File: src/rtl/stopwatch_ctrl.sv
// Stopwatch front-end: button synchronise/debounce, run/stop FSM and
// centisecond tick generation for the downstream digit counters.
module stopwatch_ctrl #(
  parameter int CLK_HZ     = 50_000_000,
  parameter int TICK_HZ    = 100,
  parameter int DEB_CYCLES = 500_000
) (
  input  logic       clk,
  input  logic       rst,
  input  logic       btn_start_stop,
  input  logic       btn_split,
  input  logic       btn_clear,
  output logic       clk_milisec,
  output logic       en,
  output logic       split,
  output logic       cnt_rst,
  output logic       split_active,
  output logic [1:0] state
);

  localparam int HALF = CLK_HZ / (2 * TICK_HZ);
  localparam int TW   = (HALF > 1) ? $clog2(HALF) : 1;
  localparam int DW   = (DEB_CYCLES > 1) ? $clog2(DEB_CYCLES) : 1;
  localparam logic [TW-1:0] TICK_LAST = TW'(HALF - 1);
  localparam logic [DW-1:0] DEB_LAST  = DW'(DEB_CYCLES - 1);

  typedef enum logic [1:0] {
    IDLE = 2'd0,
    RUN  = 2'd1,
    STOP = 2'd2
  } state_t;

  state_t          st;
  logic [2:0]      raw;
  logic [2:0]      sync1;
  logic [2:0]      sync2;
  logic [2:0]      deb;
  logic [2:0]      deb_d;
  logic [2:0]      press;
  logic [DW-1:0]   dcnt [3];
  logic [TW-1:0]   tcnt;
  logic            go;

  // Bit 0 start/stop, bit 1 split, bit 2 clear.
  assign raw   = {btn_clear, btn_split, btn_start_stop};
  assign press = deb & ~deb_d;
  assign go    = (st == IDLE) && press[0];
  assign state = st;

  always_ff @(posedge clk) begin
    if (rst) begin
      sync1 <= '0;
      sync2 <= '0;
      deb   <= '0;
      deb_d <= '0;
      for (int unsigned i = 0; i < 3; i++) dcnt[i] <= '0;
    end else begin
      sync1 <= raw;
      sync2 <= sync1;
      deb_d <= deb;
      for (int unsigned i = 0; i < 3; i++) begin
        if (sync2[i] == deb[i]) begin
          dcnt[i] <= '0;
        end else if (dcnt[i] == DEB_LAST) begin
          deb[i]  <= sync2[i];
          dcnt[i] <= '0;
        end else begin
          dcnt[i] <= dcnt[i] + 1'b1;
        end
      end
    end
  end

  // Restart the tick phase on IDLE->RUN so the first tick edge is HALF cycles later.
  always_ff @(posedge clk) begin
    if (rst || go) begin
      tcnt        <= '0;
      clk_milisec <= 1'b0;
    end else if (tcnt == TICK_LAST) begin
      tcnt        <= '0;
      clk_milisec <= ~clk_milisec;
    end else begin
      tcnt <= tcnt + 1'b1;
    end
  end

  always_ff @(posedge clk) begin
    if (rst) begin
      st           <= IDLE;
      en           <= 1'b0;
      split        <= 1'b0;
      cnt_rst      <= 1'b1;
      split_active <= 1'b0;
    end else begin
      split   <= 1'b0;
      cnt_rst <= 1'b0;
      unique case (st)
        IDLE: begin
          if (press[0]) begin
            st <= RUN;
            en <= 1'b1;
          end
        end
        RUN: begin
          if (press[1]) begin
            split        <= 1'b1;
            split_active <= ~split_active;
          end
          if (press[0]) begin
            st <= STOP;
            en <= 1'b0;
          end
        end
        STOP: begin
          if (press[2]) begin
            st           <= IDLE;
            cnt_rst      <= 1'b1;
            split_active <= 1'b0;
          end else begin
            if (press[0]) begin
              st <= RUN;
              en <= 1'b1;
            end
            if (press[1]) begin
              split        <= 1'b1;
              split_active <= ~split_active;
            end
          end
        end
        default: begin
          st <= IDLE;
          en <= 1'b0;
        end
      endcase
    end
  end

endmodule

File: config.mk
export PLATFORM = sky130hd
export DESIGN_NAME = stopwatch_ctrl
export DESIGN_NICKNAME = d
export VERILOG_FILES = /design/src/rtl/stopwatch_ctrl.sv
export SDC_FILE = /design/constraint.sdc
export NUM_CORES = 1
export LEC_CHECK = 0
export ABC_AREA = 1
export BUFFER_PORTS_ARGS = -buffer_cell sky130_fd_sc_hd__buf_4
export CELL_PAD_IN_SITES_DETAIL_PLACEMENT = 1
export CELL_PAD_IN_SITES_GLOBAL_PLACEMENT = 1
export CORE_ASPECT_RATIO = 1.1
export CORE_MARGIN = 1.5
export CORE_UTILIZATION = 42
export CTS_CLUSTER_SIZE = 40
export DETAILED_ROUTE_END_ITERATION = 12
export MAX_ROUTING_LAYER = met4
export PLACE_DENSITY_LB_ADDON = 0.1
export SLEW_MARGIN = 20
export SYNTH_ARGS = -nofsm -noshare
export SYNTH_HDL_FRONTEND = slang
export SYNTH_SLANG_ARGS = --single-unit
File: constraint.sdc
create_clock -name clk -period 1.9 [get_ports clk]
set_clock_uncertainty 0.2 [all_clocks]
set_input_delay 0 -clock clk [delete_from_list [all_inputs] [get_ports clk]]
set_output_delay 0 -clock clk [all_outputs]
set_load 0.005 [all_outputs]
# [Word-level counts from Yosys, hierarchy flattened]
# Memories as Yosys holds them, arrays and structs flattened.
# Cells that the tools add are included.
[word_totals] regBits=37 latchBits=0 ramBits=57 romBits=0 input_bits=5 out_inout_bits=7 wordCells=114 mem_count=1
[memory_table] name="dcnt" depth=3 word_bits=19 read_ports=3 rd_ports_with_merged_regs=0 wr=3 line_no="40" source="logic [DW-1:0] dcnt [3];"
[classes] addsub=4 mul=0 n_div=0 magnitude_cmp=0 eq_ne=11 shift=0 n_mux=60 n_bitwise=16 reduce_logical=9
[op_table] operator="19-bit 2-to-1 mux" n=9
[op_table] operator="19-bit by 1-bit adder with 19-bit output (second input constant)" n=3
[op_table] operator="19-bit equality test (second input constant)" n=3
[op_table] operator="1-bit 2-to-1 mux" n=44
[op_table] operator="18-bit by 1-bit adder with 18-bit output (second input constant)" n=1
[op_table] operator="18-bit equality test (second input constant)" n=1
[op_table] operator="1-bit bitwise OR" n=9
[op_table] operator="2-bit AND reduction" n=4
[op_table] operator="2-bit 2-to-1 mux" n=3
[op_table] operator="2-bit one-hot mux with 3 select lines" n=1
[op_table] operator="1-bit inverter" n=5
[op_table] operator="2-bit != test (second input constant)" n=2
[op_table] operator="1-bit one-hot mux with 2 select lines" n=2
[op_table] operator="3-bit bitwise AND" n=1
[op_table] operator="1-bit equality test" n=3
[op_table] operator="3-bit inverter" n=1
[op_table] operator="1-bit one-hot mux with 3 select lines" n=1
[op_table] operator="2-bit by 1-bit equality test with 1-bit output (second input constant)" n=1
[op_table] operator="2-bit equality test (second input constant)" n=1
[op_table] operator="2-bit zero test" n=1
[op_table] operator="2-bit nonzero test" n=1
[op_table] operator="2-bit OR reduction" n=1
[op_table] operator="1-bit logical AND" n=1
[op_table] operator="1-bit logical OR" n=1

# [Depth between registers and ports, before layout]
# Gate-level depths: netlist of the first run.
[depth] word_depth=7 ltp_mapped=9 mapped_depth_nobuf=9

# [Least setup slack after synthesis of the first run]
# No wires, ideal clock.
[synth_path] kind="reg-to-reg" from="memory dcnt[1][0] (netlist name)" to="memory dcnt[1][9] (netlist name) (data pin)" setup_ns=0.254 t_arrival_ns=1.354 required_ns=1.446 path_slack_ns=0.091 path_stages_with_launch=10 path_buffers=1 synth_period_minus_slack_ns=1.809 cell_sequence="edfxtp_1 -> ha_1 -> nand2_1 -> nor2_2 -> nand3_1 -> nor2_2 -> nand2_2 -> nand2_4 -> buf_12 -> nor2_1"
[synth_rtl] item="start, declared" line_no="40"

==> results of run 1 <==
-- per-stage QoR --
| step | instance area [um2] | instances |
|---|---|---|
| after floorplan | 5430 | 747 |
| after global placement | 5790 | 922 |
| after CTS | 6180 | 945 |
| final | 6260 | 949 |
| after global routing | 6260 | 949 |
| after detailed placement | 5790 | 922 |
-- logic make-up after synthesis --
logic type | share of synthesized area
AOI/OAI and AO/OA | 0.0582
xor gates and xnor gates | 0.0369
adders and majority gates | 0.0192
buffers and inverters | 0.0709
DFF | 0.470
other | 0.000718
and+or+nand+nor | 0.345
-- registers in the layout, indices dropped and copies added (netlist names) --
register and count:
dcnt 57, tcnt 18, deb 3, deb_d 3, sync1 3, sync2 3
state 2, clk_milisec 1, cnt_rst 1, en 1, split 1, split_active 1
-- final cells by class --
cell class / count / area (um2) / area share
Clock buffer: 9 / 225 / 0.0360
Clock inverter: 7 / 72.6 / 0.0116
Inverter: 81 / 304 / 0.0486
Multi-Input combinational cell: 567 / 2700 / 0.430
Sequential cell: 94 / 2450 / 0.392
Tap cell: 154 / 193 / 0.0308
Timing Repair Buffer: 37 / 320 / 0.0511
-- power breakdown --
group / switching (mW) / total [mW] / internal [mW]
Combinational: 0.139 / 0.232 / 0.0923
Sequential: 0.0670 / 2.29 / 2.22
Clock: 0.840 / 1.87 / 1.03
Total: 1.05 / 4.39 / 3.34
-- final timing paths --
check	from	to	slack, ns	depth (start not counted)
setup reg to reg	dcnt[0][1]	dcnt[0][6]	0.08	7
hold / removal	sync1[0]	sync2[0]	0.22	2
setup / recovery	dcnt[0][1]	dcnt[0][6]	0.08	7
hold reg to reg	sync1[0]	sync2[0]	0.22	2
-- worst register-to-register path: stages, from the launching register on --
cell and delay, ns:
edfxtp_1 0.39, ha_2 0.22, nand3_2 0.14, inv_2 0.13, nand3_2 0.12, o21ai_4 0.16, buf_12 0.16, nor2_1 0.06
-- per-layer routing --
metal,track usage,vias to the layer above,part of all wire,wire length [um]
li1,-,2367,-,-
met1,0.248,2198,0.44,5550
met2,0.368,28,0.52,6550
met3,0.0326,17,0.019,239
met4,0.0885,0,0.021,268
met5,-,-,0,0
-- layout by cell type, fill, tap and decap left out, drive strengths merged, types with 11 or more instances in the layout --
| cell | synthesis | routed |
|---|---|---|
| o21ai | 14 | 14 |
| inv | 81 | 83 |
| edfxtp | 57 | 57 |
| or2 | 15 | 15 |
| xnor2 | 11 | 11 |
| buf | 6 | 30 |
| xor2 | 11 | 11 |
| dfxtp | 37 | 37 |
| nand4 | 15 | 15 |
| a21oi | 43 | 43 |
| nor2 | 149 | 149 |
| nand3 | 52 | 52 |
| conb | 1 | 57 |
| nand2 | 182 | 184 |
-- timing repair --
item                                    in CTS  in global routing
hold buffers                                 7                  0
gates cloned                                 0                  2
endpoints found under the setup margin       9                 46
hold endpoints to repair                    13                  0
gates resized for setup                      2                 16
buffers inserted                             0                  2
pin swaps                                    0                  3
==> metrics.cfg, run 1 <==
[outcome]
status = completed

[cts]
clk_path_buf_depth = 2
cts_made_buffers = 9
numClockSinks = 94
path_clk_slew_ns = 0.07
htreeDepth = 3
root_buffer = clkbuf_16
clock_latency_ns = 0.36
cts_tree = yes

[routing]
dr.first_iter.drc_count = 183
wirelength_mm = 12.6
vias_per_cell = 4.86
vias = 4610
wire_per_inst_um = 13.3
drc = 0
antenna_left = 0
first_pass_iters = 4

[synthesis]
synth_top_area_cell = edfxtp_1
ys.flop_type = edfxtp_1
syn-cell-area_um2 = 5220
synth_edf_count = 57
synth_area_per_cell_um2 = 7.56
yosys.cell_count.top_type = nand2_1
synthArstFlopShare = 0
ys_seq_area_frac = 0.470
synthTopCellsByArea = edfxtp_1 33%, dfxtp_1 14%, nand2_1 13%
synth_common_cells = 178 x nand2_1, 136 x nor2_1, 79 x inv_1, 57 x edfxtp_1, 50 x nand3_1
synth_cells = 691
yosysWarnings = 0
synth.top_cell.area_share = 0.328
ys_ff_latch = 94
synth_cell_type_count = 33

[floorplanning]
die_h_um = 120
core-area_um2 = 12100
ios = 12
fp.dieW_um = 109
dieArea_um2 = 13100
initial_utilization = 0.432
rows = 42

[power]
cellPowerDensity_nw_per_um2 = 701
finalPower_mw = 4.39
power_leakage_nw = 2.44
ir_drop_mv = 0.502

[place]
gp_congestion = 0.859
io_buffer_count = 11
dpl.hpwl_mm = 9.42
post-place-ws_ns = 0.0000195

[min_path]
hp-class = reg -> reg

[final_layout]
drive_gt1_frac = 0.113
post-route-util = 0.518
diodes = 0
fin_nets = 803
fillers = 1567
syn_to_final_growth_pct = 19.9

[sta]
timing.final.crit_share = 0.957
max_clock_freq_ghz = 0.550
hold_viol_final = 0
final_max_slew_viol_count = 0
holdWs_ns = 0.217
setup_ws_ns = 0.0810
finalSetupTns_ns = 0
period_minus_slack_ns = 1.82
finalSetupViolCount = 0

[critical_path]
cp_data_arrival_time_ns = 1.73
critPathCaptureType = register
crit_fanout = 17
path_common_cell = nand3_2
worstPathRequired_ns = 1.81
path_buf_inv = 2
start_kind = register
slowest_delay_ns = 0.39
crit_type = reg -> reg
cpLargestDelayFamily = flip-flops
crit_chain = ha_2, nand3_2, inv_2, nand3_2, o21ai_4, buf_12, nor2_1
slowest_stage = edfxtp_1

[global_route]
grt_pass1_wl_mm = 21.5
grt_max_degree = 19
grt.overflow.total = 0
antenna_found_initial = 0
grt_pass1_vias = 4756
grt.total_usage = 0.215

[job]
drv_cap = 0

(Power assumes the default switching activity.)
==> inputs of run 2 (changes only) <==
- GPL_TIMING_DRIVEN: default -> 0
==> run 2 against run 1 <==
Compared with the run above:
- non-clock buffer count up 25
- largest cell class unchanged
- sequential power about the same
- combinational power up 14%
- cell area up 3.6%
- clock-buffer cell count up 2
- highest routed layer unchanged
==> metrics.cfg, run 2 (same netlist as run 1, synthesis figures left out) <==
[job]
drv_cap = 0  ; unchanged

[floorplanning]
initial_utilization = 0.432  ; unchanged
rows = 42  ; unchanged
ios = 12  ; unchanged
die_h_um = 120  ; unchanged
dieArea_um2 = 13100  ; unchanged
core-area_um2 = 12100  ; unchanged
fp.dieW_um = 109  ; unchanged

[sta]
max_clock_freq_ghz = 0.542  ; -1.4%
period_minus_slack_ns = 1.85  ; +0.0267 ns
hold_viol_final = 0  ; unchanged
holdWs_ns = 0.194  ; -0.0229 ns
final_max_slew_viol_count = 0  ; unchanged
setup_ws_ns = 0.0543  ; -0.0267 ns
timing.final.crit_share = 0.971  ; +0.0141
finalSetupViolCount = 0  ; unchanged

[global_route]
antenna_found_initial = 0  ; unchanged
grt_pass1_wl_mm = 21.5  ; -0.20%
grt_max_degree = 17  ; -2
grt.total_usage = 0.210  ; -0.00450
grt_pass1_vias = 4874  ; +2.5%
grt.overflow.total = 0  ; unchanged

[critical_path]
timing.rr.start = dcnt[1][1]
crit_fanout = 6  ; -11
cpLargestDelayFamily = simple AND/OR/NAND/NOR gates
crit_type = reg -> reg
worstPathRequired_ns = 1.81  ; about the same
start_kind = register
worst_r2r_endpoint = dcnt[1][11]
cp_data_arrival_time_ns = 1.75  ; +0.02 ns
reg2regPathDepth = 9  ; +2
slowest_delay_ns = 0.41  ; +0.02 ns
path_buf_inv = 1  ; -1
slowest_stage = edfxtp_1
r2r_slack_ns = 0.05  ; -0.03 ns
critPathCaptureType = register
crit_chain = ha_4, nand2_4, nor2_4, nand3_2, nor2_4, nand2_2, nand2_4, clkbuf_16, nor2_1

[final_layout]
design_area_um2 = 6490  ; +3.6%
drive_gt1_frac = 0.145  ; +0.0323
fillers = 1546  ; -1.3%
multiInputGateArea_um2 = 2730  ; +1.3%
fin_cells = 972  ; +2.4%
regMostFlops = dcnt
final_cell_mix = 176 x nand2_1, 130 x nor2_1, 79 x inv_1
seq_area_um2 = 2450  ; about the same
diodes = 0  ; unchanged
final_common_cell = nand2_1
fin_nets = 826  ; +2.9%
largest_reg_flops = 57  ; unchanged
reg_top3 = dcnt: 57 flops, tcnt: 18 flops
syn_to_final_growth_pct = 24.2
post-route-util = 0.537  ; +0.0187

[min_path]
hold_end = en
min_path_cells = 3  ; +1
worstHoldStart = rst
hp-class = in -> reg

[cts]
cts_tree = yes
path_clk_slew_ns = 0.07  ; about the same
root_buffer = clkbuf_16
numClockSinks = 94  ; unchanged
htreeDepth = 3  ; unchanged
clk_path_buf_depth = 2  ; unchanged
cts_made_buffers = 9  ; unchanged
clock_latency_ns = 0.35  ; about the same

[routing]
vias = 4742  ; +2.9%
first_pass_iters = 4  ; unchanged
drc = 0  ; unchanged
dr.first_iter.drc_count = 168  ; -8.2%
antenna_left = 0  ; unchanged
wirelength_mm = 13.5  ; +7.0%
vias_per_cell = 4.88  ; +0.43%
wire_per_inst_um = 13.9  ; +4.5%

[place]
dpl.hpwl_mm = 9.35  ; -0.74%
post-place-ws_ns = -0.199  ; -0.199 ns
dp_cells = 912  ; -1.1%
placement.cell_area_um2 = 5710  ; -1.5%
gp_congestion = 0.827  ; -3.8%
io_buffer_count = 11  ; unchanged

[power]
power_leakage_nw = 2.55  ; +4.6%
swShare = 0.236  ; -0.00238
ir_drop_mv = 0.357  ; -29%
cellPowerDensity_nw_per_um2 = 679  ; -3.1%
p_int_mw = 3.37  ; +0.75%
clkPwrFrac = 0.419  ; -0.006
power_frac_comb = 0.060  ; +0.007
seqPwrFrac = 0.521  ; about the same
power_switching_mw = 1.04  ; -0.56%

[outcome]
status = completed

## run 2: cell types whose count changed in the layout (fill, tap and decap cells not counted), moves of 2 or more
cell / change
ha_4: +3
buf_6: +4
dlygate4sd3_1: -3
buf_4: +22
nand3_4: +2
ha_2: -2
clkbuf_1: +3
nand3_1: -2
## run 2: final cells by class
cell class | instances | share of cell area
Timing Repair Buffer | 55 | 0.0690
Tap cell | 154 | 0.0297
Inverter | 81 | 0.0472
Clock inverter | 5 | 0.00906
Buffer | 7 | 0.0102
Clock buffer | 11 | 0.0359
Sequential cell | 94 | 0.378
Multi-Input combinational cell | 565 | 0.421
## run 2: power groups by stage
stage | Sequential, mW | Combinational (mW) | Clock (mW)
detailed placement | 2.34 | 0.191 | 0
CTS | 2.30 | 0.218 | 1.88
floorplan | 2.32 | 0.147 | 0
finish | 2.30 | 0.264 | 1.85
global route | 2.31 | 0.300 | 1.96
global placement | 2.34 | 0.184 | 0
## run 2: repair_timing
| action | 4_1_cts | 5_1_grt |
|---|---|---|
| buffers inserted | 11 | 27 |
| resized for setup | 12 | 19 |
| endpoints found under the setup margin | 63 | 57 |
| cloned | 1 | 1 |
| hold buffers | 4 | 0 |
| pin swaps | 3 | 10 |
| hold endpoints to repair | 16 | 0 |
## run 2: worst min-delay path, delay by kind of cell
family | cells | cell delay (ns)
and+or+nand+nor | 1 | 0.05
buffers and inverters | 2 | 0.65
## run 2: worst max path at each step
| stage | start | end | slack (ns) | cells after the start |
|---|---|---|---|---|
| floorplan | dcnt[1][0] | dcnt[1][9] | 0.09 | 9 |
| global placement | dcnt[0][0] | dcnt[0][9] | -0.17 | 7 |
| detailed placement | dcnt[2][0] | dcnt[2][2] | -0.20 | 7 |
| CTS | dcnt[0][1] | dcnt[0][3] | 0.002 | 7 |
| global route | dcnt[0][9] | dcnt[0][10] | -0.07 | 5 |
| finish | dcnt[1][1] | dcnt[1][11] | 0.05 | 9 |
## run 2: per-layer routing
metal,track usage,routed length [um],up-vias
met5,-,0,-
met4,0.0828,227,0
met3,0.0261,239,20
met2,0.369,7190,42
met1,0.241,5830,2277
li1,-,-,2403
## run 2: metrics by stage
stage / setup TNS [ns] / power [mW]
after floorplan: 0 / 2.46
after global placement: -4.42 / 2.52
after detailed placement: -6.48 / 2.53
after CTS: 0 / 4.39
after global routing: -1.04 / 4.57
final: 0 / 4.41
==> inputs of run 3 (changes only) <==
- CORE_UTILIZATION: 42 -> 44
- CTS_BUF_LIST: default -> sky130_fd_sc_hd__clkbuf_4
==> run 3 against run 2 <==
Compared with the run above:
- clock power shrank 38%
- critical path type unchanged
- critical path depth is the same
- clock-buffer cell count shrank 1
- global-route usage grew 1.1 points
- first-iteration DRC count shrank 1.8%
- non-clock buffer count shrank 5
- sequential share of layout area grew 0.69 points
==> metrics.cfg, run 3 (same netlist as run 1, synthesis figures left out) <==
[outcome]
status = completed

[final_layout]
seq_area_um2 = 2450  ; unchanged
largest_reg_flops = 57  ; unchanged
fin_cells = 964  ; -0.82%
multiInputGateArea_um2 = 2800  ; +2.7%
drive_gt1_frac = 0.161  ; +0.0157
reg_top3 = dcnt: 57 flops, tcnt: 18 flops
design_area_um2 = 6370  ; -1.8%
syn_to_final_growth_pct = 22.0
final_cell_mix = 175 x nand2_1, 124 x nor2_1, 78 x inv_1
regMostFlops = dcnt
fin_nets = 821  ; -0.61%
final_common_cell = nand2_1
post-route-util = 0.552  ; +0.0152
fillers = 1504  ; -2.7%

[job]
drv_cap = 0  ; unchanged

[critical_path]
critPathCaptureType = register
crit_fanout = 6  ; unchanged
worstPathRequired_ns = 1.93  ; +0.12 ns
crit_type = reg -> reg
start_kind = register
cp_data_arrival_time_ns = 1.92  ; +0.17 ns

[routing]
dr.first_iter.drc_count = 165  ; -1.8%
vias = 4690  ; -1.1%
drc = 0  ; unchanged
vias_per_cell = 4.87  ; -0.28%
wire_per_inst_um = 13.9  ; about the same
first_pass_iters = 5  ; +1
antenna_left = 0  ; unchanged
wirelength_mm = 13.4  ; -0.79%

[sta]
timing.final.crit_share = 0.997  ; +0.0258
period_minus_slack_ns = 1.89  ; +0.0489 ns
max_clock_freq_ghz = 0.528  ; -2.6%
final_max_slew_viol_count = 0  ; unchanged
hold_viol_final = 0  ; unchanged
rsz0062_at_grt = yes
holdWs_ns = 0.0717  ; -0.122 ns
finalSetupViolCount = 0  ; unchanged

[cts]
numClockSinks = 94  ; unchanged
htreeDepth = 3  ; unchanged
path_clk_slew_ns = 0.17  ; +0.10 ns
root_buffer = clkbuf_4
clock_latency_ns = 0.47  ; +0.12 ns
clk_path_buf_depth = 2  ; unchanged
cts_tree = yes
cts_made_buffers = 9  ; unchanged

[floorplanning]
fp.dieW_um = 107  ; -2.2%
rows = 41  ; -2.4%
ios = 12  ; unchanged
die_h_um = 117  ; -2.2%
initial_utilization = 0.452  ; +0.0204
dieArea_um2 = 12500  ; -4.4%
core-area_um2 = 11500  ; -4.5%

[power]
power_leakage_nw = 2.46  ; -3.7%
ir_drop_mv = 0.382  ; +6.8%
cellPowerDensity_nw_per_um2 = 581  ; -14%

[global_route]
grt_pass1_wl_mm = 21.3  ; -0.80%
grt.overflow.total = 0  ; unchanged
grt_pass1_vias = 4713  ; -3.3%
grt.total_usage = 0.221  ; +0.0105
grt_max_degree = 17  ; unchanged
antenna_found_initial = 1  ; +1

[place]
dp_cells = 908  ; -0.44%
io_buffer_count = 11  ; unchanged
dpl.hpwl_mm = 9.36  ; about the same
placement.cell_area_um2 = 5700  ; about the same
gp_congestion = 0.879  ; +6.3%

[min_path]
hp-class = in -> reg

[run 3: cell types whose count changed in the layout (fill, tap and decap cells not counted), sizes merged]
cell,change
inv,-1
buf,-5
clkinvlp,+1
clkbuf,-1
diode,+1
clkinv,+1
[run 3: power by group]
group | switching [mW] | internal (mW) | total (mW)
sequential | 0.0733 | 2.22 | 2.30
clock | 0.722 | 0.416 | 1.14
combinational | 0.154 | 0.113 | 0.267
[run 3: metal layers]
metal  vias up  track usage  wire (um)
met2        43        0.397       7100
met1      2247        0.255       5800
met4         0       0.0756        175
li1       2389            -          -
met5         -            -          0
met3        11       0.0310        306
[run 3: metrics by stage]
stage	total power, mW	TNS, ns	setup WS [ns]
6_report	3.70	0	0.00532
4_1_cts	3.67	0	0.00121
5_1_grt	3.84	-0.900	-0.0881
3_3_place_gp	2.52	-4.11	-0.155
2_1_floorplan	2.46	0	0.0915
3_5_place_dp	2.53	-5.98	-0.198
[run 3: path summary, 6_finish.rpt]
path,startpoint,to,slack (ns),cells past startpoint
worst max-delay path,dcnt[1][0],dcnt[1][2],0.005,9
worst min-delay path,btn_clear,sync1[2],0.07,4
worst max register to register,dcnt[1][0],dcnt[1][2],0.005,9
worst min register to register,sync1[1],sync2[1],0.23,2
[run 3: critical path, stage by stage (launching register included)]
cell,delay [ns]
edfxtp_1,0.46
ha_4,0.19
nand2_4,0.06
nor2_4,0.12
nand3_2,0.10
nor2_4,0.11
nand2_2,0.08
nand2_4,0.14
clkbuf_16,0.17
nor2_2,0.04
[run 3: timing repair]
| item | CTS | global route |
|---|---|---|
| endpoints found under the hold margin | 21 | 0 |
| pin swaps | 1 | 12 |
| hold buffers | 4 | 0 |
| cloned | 0 | 2 |
| gates resized for setup | 8 | 44 |
| setup buffers | 10 | 23 |
| setup endpoints to repair | 59 | 58 |
[run 3: cell type report]
cell class	count	area share
Clock buffer	10	0.0118
Inverter	81	0.0481
Antenna cell	1	0.000393
Buffer	7	0.0104
Sequential cell	94	0.385
Clock inverter	6	0.0100
Multi-Input combinational cell	565	0.440
Tap cell	150	0.0295
Timing Repair Buffer	50	0.0650
